--- config.mk ---
export PLATFORM = sky130hd
export DESIGN_NAME = stack_seq_controller
export DESIGN_NICKNAME = d
export VERILOG_FILES = /design/src/rtl/stack_ctrl_pkg.sv /design/src/rtl/stack_grp_decode.sv /design/src/rtl/stack_seq_controller.sv
export SDC_FILE = /design/constraint.sdc
export NUM_CORES = 1
export LEC_CHECK = 0
export ABC_AREA = 1
export ABC_CLOCK_PERIOD_IN_PS = 3700
export CORE_ASPECT_RATIO = 0.9
export CORE_MARGIN = 2
export CORE_UTILIZATION = 53
export DETAILED_ROUTE_END_ITERATION = 6
export GPL_TIMING_DRIVEN = 0
export PLACE_DENSITY = 0.8
export SYNTH_ARGS = -nofsm -noshare
export SYNTH_HDL_FRONTEND = slang
export SYNTH_HIERARCHICAL = 1
export SYNTH_SLANG_ARGS = --single-unit
--- constraint.sdc ---
create_clock -name clk -period 3.7 [get_ports clk]
set_input_delay 0.74 -clock clk [delete_from_list [all_inputs] [get_ports clk]]
set_output_delay 0.74 -clock clk [all_outputs]
set_load 0.05 [all_outputs]
--- src/rtl/stack_ctrl_pkg.sv ---
// Shared definitions for the stack-machine sequencing controller:
// opcode groups, FSM states, fault codes and the per-group decode record.
package stack_ctrl_pkg;

    localparam logic [2:0] GRP_ALU2     = 3'b000;
    localparam logic [2:0] GRP_ALU1     = 3'b100;
    localparam logic [2:0] GRP_PUSH_MEM = 3'b010;
    localparam logic [2:0] GRP_POP_MEM  = 3'b110;
    localparam logic [2:0] GRP_CMP      = 3'b001;
    localparam logic [2:0] GRP_BR       = 3'b011;
    localparam logic [2:0] GRP_PUSH_PC  = 3'b101;
    localparam logic [2:0] GRP_POP_PC   = 3'b111;

    localparam logic [1:0] FC_NONE    = 2'b00;
    localparam logic [1:0] FC_UNDER   = 2'b01;
    localparam logic [1:0] FC_OVER    = 2'b10;
    localparam logic [1:0] FC_ILLEGAL = 2'b11;

    typedef enum logic [2:0] {
        ST_FETCH  = 3'd0,
        ST_DECODE = 3'd1,
        ST_POP    = 3'd2,
        ST_EXEC   = 3'd3,
        ST_MEM    = 3'd4,
        ST_PUSH   = 3'd5,
        ST_FAULT  = 3'd6
    } state_t;

    typedef struct packed {
        logic [1:0] np;
        logic [1:0] nu;
        logic       alu_src;
        logic       mem;
        logic       mem_we;
        logic       mem_to_reg;
    } group_info_t;

endpackage

--- src/rtl/stack_grp_decode.sv ---
// Combinational opcode-group lookup: pop/push counts and datapath flags.
module stack_grp_decode
    import stack_ctrl_pkg::*;
(
    input  logic [2:0]  opcode,
    output group_info_t info
);

    always_comb begin
        info = '0;
        case (opcode)
            GRP_ALU2:     begin info.np = 2'd2; info.nu = 2'd1; end
            GRP_ALU1:     begin info.np = 2'd1; info.nu = 2'd1; info.alu_src = 1'b1; end
            GRP_PUSH_MEM: begin info.nu = 2'd1; info.mem = 1'b1; info.mem_to_reg = 1'b1; end
            GRP_POP_MEM:  begin info.np = 2'd2; info.mem = 1'b1; info.mem_we = 1'b1; end
            GRP_CMP:      begin info.np = 2'd2; info.nu = 2'd1; end
            GRP_BR:       begin info.np = 2'd1; end
            GRP_PUSH_PC:  begin info.nu = 2'd1; end
            GRP_POP_PC:   begin info.np = 2'd1; end
            default:      info = '0;
        endcase
    end

endmodule

--- src/rtl/stack_seq_controller.sv ---
// Multi-cycle sequencer for the stack datapath: FETCH/DECODE/POP/EXEC/MEM/PUSH
// with stack-pointer ownership, sticky fault reporting and a memory handshake.
module stack_seq_controller
    import stack_ctrl_pkg::*;
#(
    parameter int DEPTH   = 16,
    parameter int SP_W    = 4,
    parameter int FUNCT_W = 3
) (
    input  logic               clk,
    input  logic               reset,
    input  logic               instr_valid,
    output logic               instr_ready,
    input  logic [2:0]         opcode,
    input  logic [FUNCT_W-1:0] funct,
    input  logic               alu_zero,
    output logic               stk_re,
    output logic               stk_we,
    output logic [SP_W-1:0]    stk_addr,
    output logic [SP_W:0]      sp,
    output logic               alu_src,
    output logic [FUNCT_W-1:0] alu_ctrl,
    output logic               mem_req,
    output logic               mem_we,
    input  logic               mem_ack,
    output logic               mem_to_reg,
    output logic               pc_load,
    output logic               fault,
    output logic [1:0]         fault_code
);

    localparam logic [SP_W+1:0] DEPTH_X = (SP_W+2)'(DEPTH);
    localparam logic [SP_W:0]   SP_ONE  = (SP_W+1)'(1);
    localparam logic [SP_W-1:0] ADDR_ONE = (SP_W)'(1);

    state_t             state_q, state_d;
    logic [SP_W:0]      sp_q, sp_d;
    logic [1:0]         cnt_q, cnt_d;
    logic [2:0]         op_q, op_d;
    logic [FUNCT_W-1:0] funct_q, funct_d;
    logic               fault_q, fault_d;
    logic [1:0]         fault_code_q, fault_code_d;

    logic               instr_ready_q, instr_ready_d;
    logic               stk_re_q, stk_re_d;
    logic               stk_we_q, stk_we_d;
    logic [SP_W-1:0]    stk_addr_q, stk_addr_d;
    logic               alu_src_q, alu_src_d;
    logic [FUNCT_W-1:0] alu_ctrl_q, alu_ctrl_d;
    logic               mem_req_q, mem_req_d;
    logic               mem_we_q, mem_we_d;
    logic               mem_to_reg_q, mem_to_reg_d;

    group_info_t        info;
    logic [SP_W+1:0]    sp_ext, np_ext, nu_ext, sp_after;
    logic               underflow, overflow;

    stack_grp_decode u_grp_decode (
        .opcode (op_q),
        .info   (info)
    );

    assign sp_ext    = {1'b0, sp_q};
    assign np_ext    = {{SP_W{1'b0}}, info.np};
    assign nu_ext    = {{SP_W{1'b0}}, info.nu};
    assign underflow = np_ext > sp_ext;
    assign sp_after  = sp_ext - np_ext + nu_ext;
    assign overflow  = sp_after > DEPTH_X;

    always_comb begin
        state_d      = state_q;
        sp_d         = sp_q;
        cnt_d        = cnt_q;
        op_d         = op_q;
        funct_d      = funct_q;
        fault_d      = fault_q;
        fault_code_d = fault_code_q;

        case (state_q)
            ST_FETCH: begin
                if (instr_valid) begin
                    op_d    = opcode;
                    funct_d = funct;
                    state_d = ST_DECODE;
                end
            end
            ST_DECODE: begin
                if (underflow) begin
                    state_d      = ST_FAULT;
                    fault_d      = 1'b1;
                    fault_code_d = FC_UNDER;
                end else if (overflow) begin
                    state_d      = ST_FAULT;
                    fault_d      = 1'b1;
                    fault_code_d = FC_OVER;
                end else if (info.np != 2'd0) begin
                    cnt_d   = info.np;
                    state_d = ST_POP;
                end else begin
                    state_d = ST_EXEC;
                end
            end
            ST_POP: begin
                sp_d  = sp_q - SP_ONE;
                cnt_d = cnt_q - 2'd1;
                if (cnt_q == 2'd1) state_d = ST_EXEC;
            end
            ST_EXEC: begin
                if (info.mem)              state_d = ST_MEM;
                else if (info.nu != 2'd0)  state_d = ST_PUSH;
                else                       state_d = ST_FETCH;
            end
            ST_MEM: begin
                if (mem_ack) state_d = (info.nu != 2'd0) ? ST_PUSH : ST_FETCH;
            end
            ST_PUSH: begin
                sp_d    = sp_q + SP_ONE;
                state_d = ST_FETCH;
            end
            ST_FAULT: begin
                state_d = ST_FAULT;
            end
            default: begin
                state_d      = ST_FAULT;
                fault_d      = 1'b1;
                fault_code_d = FC_ILLEGAL;
            end
        endcase

        // Outputs are registered off the next state so they line up with state_q.
        instr_ready_d = (state_d == ST_FETCH);
        stk_re_d      = (state_d == ST_POP);
        stk_we_d      = (state_d == ST_PUSH);
        stk_addr_d    = '0;
        if (state_d == ST_POP)  stk_addr_d = sp_d[SP_W-1:0] - ADDR_ONE;
        if (state_d == ST_PUSH) stk_addr_d = sp_d[SP_W-1:0];
        alu_src_d     = (state_d == ST_EXEC) && info.alu_src;
        alu_ctrl_d    = (state_d == ST_EXEC) ? funct_d : '0;
        mem_req_d     = (state_d == ST_MEM);
        mem_we_d      = (state_d == ST_MEM) && info.mem_we;
        mem_to_reg_d  = ((state_d == ST_MEM) || (state_d == ST_PUSH)) && info.mem_to_reg;
    end

    always_ff @(posedge clk) begin
        if (reset) begin
            state_q       <= ST_FETCH;
            sp_q          <= '0;
            cnt_q         <= '0;
            op_q          <= '0;
            funct_q       <= '0;
            fault_q       <= 1'b0;
            fault_code_q  <= FC_NONE;
            instr_ready_q <= 1'b1;
            stk_re_q      <= 1'b0;
            stk_we_q      <= 1'b0;
            stk_addr_q    <= '0;
            alu_src_q     <= 1'b0;
            alu_ctrl_q    <= '0;
            mem_req_q     <= 1'b0;
            mem_we_q      <= 1'b0;
            mem_to_reg_q  <= 1'b0;
        end else begin
            state_q       <= state_d;
            sp_q          <= sp_d;
            cnt_q         <= cnt_d;
            op_q          <= op_d;
            funct_q       <= funct_d;
            fault_q       <= fault_d;
            fault_code_q  <= fault_code_d;
            instr_ready_q <= instr_ready_d;
            stk_re_q      <= stk_re_d;
            stk_we_q      <= stk_we_d;
            stk_addr_q    <= stk_addr_d;
            alu_src_q     <= alu_src_d;
            alu_ctrl_q    <= alu_ctrl_d;
            mem_req_q     <= mem_req_d;
            mem_we_q      <= mem_we_d;
            mem_to_reg_q  <= mem_to_reg_d;
        end
    end

    assign instr_ready = instr_ready_q;
    assign stk_re      = stk_re_q;
    assign stk_we      = stk_we_q;
    assign stk_addr    = stk_addr_q;
    assign sp          = sp_q;
    assign alu_src     = alu_src_q;
    assign alu_ctrl    = alu_ctrl_q;
    assign mem_req     = mem_req_q;
    assign mem_we      = mem_we_q;
    assign mem_to_reg  = mem_to_reg_q;
    assign fault       = fault_q;
    assign fault_code  = fault_code_q;

    // alu_zero is only meaningful during EXEC, so the branch decision is taken in that cycle.
    assign pc_load = (state_q == ST_EXEC) &&
                     ((op_q == GRP_POP_PC) || ((op_q == GRP_BR) && (alu_zero ^ funct_q[0])));

endmodule

; ---- Word-level counts from Yosys, hierarchy flattened
; Index checks and enable logic that the tools add are counted.
[word_totals]
register_bits = 33
in_bits = 11
output_inout_bits = 23
elab_cells = 103
[op_classes]
addsub = 6
magnitude_cmp = 2
n_eq_ne = 22
n_mux = 30
n_bitwise = 3
reduce_logical = 23
[op_table]
columns = cell, count
row1 = $eq 3x3->1 const B, 9
row2 = $mux 3, 9
row3 = $eq 3x2->1 const B, 6
row4 = $pmux 3 s6, 1
row5 = $pmux 2 s2, 3
row6 = $mux 2, 5
row7 = $pmux 5 s2, 1
row8 = $logic_not 3->1, 3
row9 = $mux 1, 8
row10 = $mux 4, 2
row11 = $reduce_bool 2->1, 4
row12 = $add 6x2->6, 1
row13 = $eq 3x1->1 const B, 2
row14 = $gt 6x5->1 const B, 1
row15 = $ne 2x2->1 const B, 3
row16 = $reduce_or 3->1, 2
row17 = $reduce_or 6->1, 1
row18 = $sub 5x2->6, 1
row19 = $add 5x1->5 const B, 1
row20 = $gt 2x5->1, 1
row21 = $logic_and 1x1->1, 5
row22 = $reduce_or 5->1, 1
row23 = $sub 5x1->5 const B, 1
row24 = $reduce_and 2->1, 2
row25 = other kinds (10), 13

; ---- Depth between registers and ports, before layout
; Gate-level depths: netlist (run 1).
[logic_depth]
ltp_word = 12
mapped_depth = 19

; ---- By module
; The synthesis (run 1) kept the hierarchy.
[modules_own_cells]
columns = module, n_inst, cells_per_inst, area_each_um2
row1 = stack_seq_controller, 1, 274, 1958.1
row2 = stack_grp_decode, 1, 16, 68.8

; ---- Worst setup path before layout (run 1)
; No wires, ideal clock.
[synth_timing]
path_type = reg-to-reg
start = register sp_q[1], in the netlist sp[1]
end = register fault_q, in the netlist fault
t_arrival_ns = 2.881
required_time_ns = 3.572
setup_slack_ns = 0.691
stages_incl_launch_ff = 14
path_buffers = 0
cell_sequence = dfxtp_1 > inv_1 > fa_1 > inv_1 > fa_1 > or2_2 > nor2_1 > nand3_1 > nand2_1 > nand2_1 > nand2_1 > o21ai_0 > nor2_1 > nor2_1
[synth_between]
elab_chain_len = 5
[synth_lines]
columns = element, line_no
row1 = from (decl), stack_seq_controller.sv:37  ; logic [SP_W:0] sp_q, sp_d;
row2 = from (signal assigned), stack_seq_controller.sv:164  ; sp_q <= sp_d;
row3 = $sub 5x2->6, stack_seq_controller.sv:67  ; assign sp_after = sp_ext - np_ext + nu_ext;
row4 = $add 6x2->6, stack_seq_controller.sv:67
row5 = $gt 6x5->1, stack_seq_controller.sv:68  ; assign overflow = sp_after > DEPTH_X;
row6 = $ne 3x3->1 (no line), --
row7 = $reduce_and 2->1 (no line), --
row8 = to (signal assigned), stack_seq_controller.sv:168  ; fault_q <= fault_d;
row9 = to (decl), stack_seq_controller.sv:41  ; logic fault_q, fault_d;
; Parallel ways exist; a longest one is shown, timed or not.
; A chain may end at the register's enable or synchronous reset.

==> impl_metrics.yaml, run 1 <==
sta:
  finalMaxSlewViolations: 0
  fmax_mhz: 321
  setup_viol: 0
  worst_pin_slew_ns: 0.538
  skew_ns: 0.00280
  finalHoldViolCount: 0
  period_minus_slack_ns: 3.11
  setup_tns_ns: 0
  rsz0062_at_grt: "no"
  slew_headroom: 0.641
  post-route-period-util: 0.841
final_layout:
  layout_commonest_cell: "nand2_1"
  most-common-layout-cells: "nand2_1 (59), nor2_1 (49), inv_1 (44), dfxtp_1 (33), clkdlybuf4s50_1 (32)"
  drive_gt1_frac: 0.0909
  utilization: 0.672
  largest_register_ff_count: 5
  area_delta_synth_final_pct: 22.9
  antenna_cells: 0
  finalNetCount: 358
global_routing:
  grt_pass1_wl_um: 7720
  grt_antenna_before_repair: 0
  grt_pass1_vias: 1855
  grt.total_usage: 0.214
  grt_max_degree: 12
  grt.overflow.total: 0
cts:
  post_cts_resize_count: 0
  cts_buffers: 5
  holdBufCountCts: 0
  cts_tree: "yes"
  clockBufferDepth: 2
  insertion_delay_ns: 0.28
  clkTransAtPathRegs_ns: 0.07
  cts_sinks: 33
  cts-root-buf: "clkbuf_8"
  cts_max_level: 2
  postCtsSetupBuffers: 0
synth:
  synth_area_mm2: 0.00203
  synth_top_area_cell: "dfxtp_1"
  syn_area_per_cell_um2: 6.99
  ys_seq_elements: 33
  synthArstFlopShare: 0
  ys_top_cells_by_area: "dfxtp_1 (33%), nand2_1 (11%), ha_1 (9.3%)"
  synth_top_area_share: 0.326
  ys_warn_count: 6
  synthFlopType: "dfxtp_1"
  synth_edf_count: 0
  ys_seq_area_frac: 0.326
  ys_types: 33
  synth_fp_nets: 319
  synthCells: 290
worst_setup_path:
  crit_path_start_kind: "register"
  r2r-start: "op_q[0]$_SDFFE_PP0P_"
  path_cells: "o21ai_0, inv_1, ha_1, inv_1, ha_1, fa_1, or2_2, nor2_1, nand3_1, nand2_1, nand2_1, nand2_1, o21ai_0, nor2_1, nor2_1"
  critPathCaptureType: "register"
  rrSetupSlack_ns: 0.59
  cp_max_fo: 6
  path_class: "register to register"
  r2r_end: "fault_code[0]$_SDFFE_PP0P_"
  critPathBufInv: 2
  critical_path_arrival_ns: 3.29
  critPathRequiredTime_ns: 3.87
  path_delay_family: "simple AND/OR/NAND/NOR gates"
  slowest_stage: "fa_1"
  crit_cells: 15
  slowest_delay_ns: 0.44
  reg2regPathDepth: 15
routing:
  first_pass_iters: 4
  vias: 1882
  drc_errors: 0
  first_iter_violations: 98
  finalWirelength_um: 4200
  wl_per_cell_um: 11.2
  ant_nets: 0
  via_per_inst: 5.01
die:
  start_util: 0.547
  die_area_mm2: 0.00434
  die_y_um: 62.7
  pin_count: 34
  core_area_mm2: 0.00370
  core.rowCount: 21
  die_w_um: 69.2
placed_design:
  hpwl_um: 3370
  numPortBuffers: 32
  gp_congestion: 0.803
status:
  outcome: "complete, no violations"
hold_path:
  hold_start: "cnt_q[1]$_SDFFE_PP0P_"
  hold_class: "register to register"
  hold_depth: 2
  min_to: "cnt_q[1]$_SDFFE_PP0P_"
power:
  total_power_mw: 2.55
  powerDensity_mw_per_mm2: 1020
  peakVddDrop_uv: 426
  power_leakage_nw: 1.20
run:
  maxCapViolCount: 0
## cells by family (layout without fill, tap and decap cells)
kind of cell / after synthesis / count (layout) / share of synthesized area
buf+inv: 53 / 93 / 0.101
flops: 33 / 33 / 0.326
simple gates: 150 / 150 / 0.329
other cells: 1 / 1 / 0.00185
fa+ha+maj: 18 / 18 / 0.122
xor+xnor: 4 / 4 / 0.0210
mux: 3 / 3 / 0.0148
compound gates: 28 / 28 / 0.0846
## synth_stat cells, drive strengths merged, types with 2 or more instances
| library cell | n |
|---|---|
| o21ai | 16 |
| xor2 | 2 |
| nor2 | 49 |
| fa | 3 |
| nand3 | 26 |
| a21oi | 8 |
| buf | 2 |
| xnor2 | 2 |
| nor3 | 4 |
| o21bai | 2 |
| or2 | 2 |
| inv | 49 |
| nand4 | 5 |
| ha | 15 |
| mux2i | 3 |
| nand2 | 63 |
| dfxtp | 33 |
## stage by stage
| step | setup WS (ns) | cell area (um^2) | instances | hold slack, ns |
|---|---|---|---|---|
| final | 0.588 | 2490 | 376 | 0.462 |
| after global routing | 0.270 | 2490 | 376 | 0.510 |
| after CTS | 0.594 | 2490 | 376 | 0.468 |
| after detailed placement | 0.637 | 2400 | 368 | 0.459 |
| after global placement | 0.679 | 2400 | 368 | 0.451 |
| after floorplan | 0.691 | 2030 | 290 | 0.439 |
## how the worst max path moves through the flow
stage	start	to	slack (ns)
final	op_q[0]$_SDFFE_PP0P_	fault_code[0]$_SDFFE_PP0P_	0.59
after global routing	op_q[2]$_SDFFE_PP0P_	fault_code[1]$_SDFFE_PP0P_	0.27
after CTS	op_q[0]$_SDFFE_PP0P_	fault_code[0]$_SDFFE_PP0P_	0.59
after detailed placement	op_q[0]$_SDFFE_PP0P_	stk_addr[3]$_SDFF_PP0_	0.64
after global placement	op_q[0]$_SDFFE_PP0P_	fault$_SDFFE_PP0P_	0.68
after floorplan	sp[1]$_SDFF_PP0_	fault$_SDFFE_PP0P_	0.69
## metal layers
layer | global-route usage | routed length, um | vias up
met5 | 0 | 0 | -
met4 | 0.0515 | 17 | 0
met3 | 0.0532 | 163 | 2
met2 | 0.375 | 1980 | 35
met1 | 0.263 | 2040 | 859
li1 | - | - | 986
## cell type report
type	count	area, um^2
Sequential cell	33	661
Clock inverter	3	17.5
Fill cell	327	1210
Tap cell	46	57.6
Buffer	3	16.3
Clock buffer	5	68.8
Multi-Input combinational cell	204	1160
Inverter	50	188
Timing Repair Buffer	32	320
## power breakdown
part	internal [mW]	switching, mW
registers	0.463	0.101
logic	0.612	1.11
clock network	0.130	0.131
total	1.20	1.34
## worst reg2reg max path, stage by stage, from the launching register on
cell and delay (ns):
dfxtp_1 0.35, o21ai_0 0.36, inv_1 0.08, ha_1 0.29, inv_1 0.06, ha_1 0.22
fa_1 0.44, or2_2 0.28, nor2_1 0.12, nand3_1 0.09, nand2_1 0.11, nand2_1 0.06
nand2_1 0.15, o21ai_0 0.20, nor2_1 0.15, nor2_1 0.06
(Power assumes the default switching activity.)
==> run 2, diff against run 1 <==
--- a/config.mk
+++ b/config.mk
@@ -6,13 +6,13 @@
 export NUM_CORES = 1
 export LEC_CHECK = 0
 export ABC_AREA = 1
-export ABC_CLOCK_PERIOD_IN_PS = 3700
+export ABC_CLOCK_PERIOD_IN_PS = 2610
 export CORE_ASPECT_RATIO = 0.9
 export CORE_MARGIN = 2
-export CORE_UTILIZATION = 53
+export CORE_UTILIZATION = 48
 export DETAILED_ROUTE_END_ITERATION = 6
 export GPL_TIMING_DRIVEN = 0
-export PLACE_DENSITY = 0.8
+export PLACE_DENSITY = 0.76
 export SYNTH_ARGS = -nofsm -noshare
 export SYNTH_HDL_FRONTEND = slang
 export SYNTH_HIERARCHICAL = 1
==> constraint.sdc (replaced) <==
create_clock -name clk -period 2.61 [get_ports clk]
set_input_delay 0.522 -clock clk [delete_from_list [all_inputs] [get_ports clk]]
set_output_delay 0.522 -clock clk [all_outputs]
set_load 0.05 [all_outputs]
==> run 2 against run 1 <==
The run now ends with setup timing left. First-iteration DRC count decreased by 42%. Global-route usage fell by 0.74 points. Non-clock buffer count rose by 7. Utilization fell by 0.84 points. Critical path type unchanged. Worst setup slack got worse by 0.69 ns. Worst hold slack improved by 0.0098 ns. Maximum frequency grew 15%. Cell count rose by 2.1%.
==> impl_metrics.yaml, run 2 (synthesis results as in run 1) <==
status:
  violations: "setup timing"
  outcome: "complete, but fails checks"
final_layout:
  finalNetCount: 365
  layout_commonest_cell: "nand2_1"
  most-common-layout-cells: "nand2_1 (51), nor2_1 (43), inv_1 (40), clkdlybuf4s50_1 (31), dfxtp_1 (29)"
  area_delta_synth_final_pct: 33.5
  antenna_cells: 0
  drive_gt1_frac: 0.196
  largest_register_ff_count: 5
cts:
  cts_buffers: 5
  clkTransAtPathRegs_ns: 0.06
  cts-root-buf: "clkbuf_8"
  cts_max_level: 2
  insertion_delay_ns: 0.29
  clockBufferDepth: 2
  cts_tree: "yes"
  cts_sinks: 33
  holdBufCountCts: 0
sta:
  setup_viol: 18
  period_minus_slack_ns: 2.71
  finalHoldViolCount: 0
  hold_slack_ns: 0.472
  post-route-period-util: 1.04
  fin_ws_ns: -0.0992
  slew_headroom: 0.640
  worst_pin_slew_ns: 0.540
  fmax_mhz: 369
  finalMaxSlewViolations: 0
  rsz0062_at_grt: "yes"
  skew_ns: 0.00409
routing:
  first_iter_violations: 57
  vias: 1925
  wl_per_cell_um: 12.2
  ant_nets: 0
  via_per_inst: 5.01
  finalWirelength_um: 4670
  drc_errors: 0
  first_pass_iters: 4
global_routing:
  grt_pass1_wl_um: 7670
  grt.total_usage: 0.206
  grtUsageMet3: 0.0521
  use_met1: 0.247
  busiest_layer: "met2"
  grt_antenna_before_repair: 0
  grt.overflow.total: 0
  grt_pass1_vias: 1818
  grt_max_degree: 11
  grt_use_met2: 0.361
die:
  die_w_um: 72.5
  core.rowCount: 22
  pin_count: 34
  start_util: 0.498
  core_area_mm2: 0.00407
  die_y_um: 65.7
  die_area_mm2: 0.00476
worst_setup_path:
  critPathRequiredTime_ns: 2.84
  critical_path_arrival_ns: 2.94
  rrSetupSlack_ns: -0.1
  path_cells: "or2_1, nand2_2, fa_1, inv_2, fa_1, or2_4, nor2_4, nand3_2, nand2_4, inv_2, nor2_2, nor2_2, nor2_2, nand4_1, nand2_1"
  crit_path_start_kind: "register"
  path_class: "register to register"
  slowest_delay_ns: 0.50
  crit_path_frequent_cell: "nor2_2"
  critPathCaptureType: "register"
  critPathBufInv: 2
  cp_max_fo: 8
  path_delay_family: "simple AND/OR/NAND/NOR gates"
  slowest_stage: "fa_1"
placed_design:
  hpwl_um: 3430
  gp_congestion: 0.816
  numPortBuffers: 32
run:
  maxCapViolCount: 0
hold_path:
  hold_class: "register to register"
-- run 2: cell count changes in the layout (fill, tap and decap cells not counted), sizes merged --
cell,delta
buf,+7
clkbuf,+2
clkinv,-2
clkdlybuf4s50,-1
clkinvlp,-1
dlygate4sd2,+1
-- run 2: worst register-to-register path: stages (launching register included) --
cell and delay, ns:
dfxtp_4 0.39, or2_1 0.13, nand2_2 0.07, fa_1 0.50, inv_2 0.05, fa_1 0.47
or2_4 0.25, nor2_4 0.08, nand3_2 0.09, nand2_4 0.10, inv_2 0.04, nor2_2 0.08
nor2_2 0.06, nor2_2 0.13, nand4_1 0.13, nand2_1 0.09
-- run 2: metal layers --
layer,wire length [um],vias up
met1,2110,865
met5,0,-
met2,2320,51
met3,207,7
li1,-,1002
met4,31,0
-- run 2: cell type report --
cell class	count	area (um^2)
Fill cell	332	1370
Multi-Input combinational cell	204	1300
Sequential cell	33	676
Timing Repair Buffer	39	372
Inverter	50	193
Clock buffer	7	86.3
Tap cell	48	60.1
Buffer	3	16.3
-- run 2: worst paths after layout --
| check | cells after the start | end | from |
|---|---|---|---|
| setup / recovery | 15 | stk_addr[2]$_SDFF_PP0_ | op_q[1]$_SDFFE_PP0P_ |
| hold / removal | 2 | cnt_q[1]$_SDFFE_PP0P_ | cnt_q[1]$_SDFFE_PP0P_ |
| setup reg to reg | 15 | stk_addr[2]$_SDFF_PP0_ | op_q[1]$_SDFFE_PP0P_ |
| hold reg to reg | 2 | cnt_q[1]$_SDFFE_PP0P_ | cnt_q[1]$_SDFFE_PP0P_ |
-- run 2: repair_timing --
item | in CTS | in global routing
setup endpoints to repair | 21 | 20
buffers inserted | 4 | 3
gates resized for setup | 25 | 15
pin swaps | 13 | 10
-- run 2: metrics by stage --
step                instance area [um^2]  worst slack (ns)  std cells  utilization  TNS, ns
finish                              2710           -0.0992        384        0.664    -1.18
global route                        2710            -0.281        384        0.664    -4.15
CTS                                 2610            -0.170        381        0.641    -1.75
detailed placement                  2420            -0.322        370        0.595    -5.43
global placement                    2420            -0.295        370        0.595    -4.98
floorplan                           2040           0.00341        290            -        0
Power of run 2 is not shown: default switching activity piles up to over one toggle a cycle in this logic, so the estimate is an artifact.
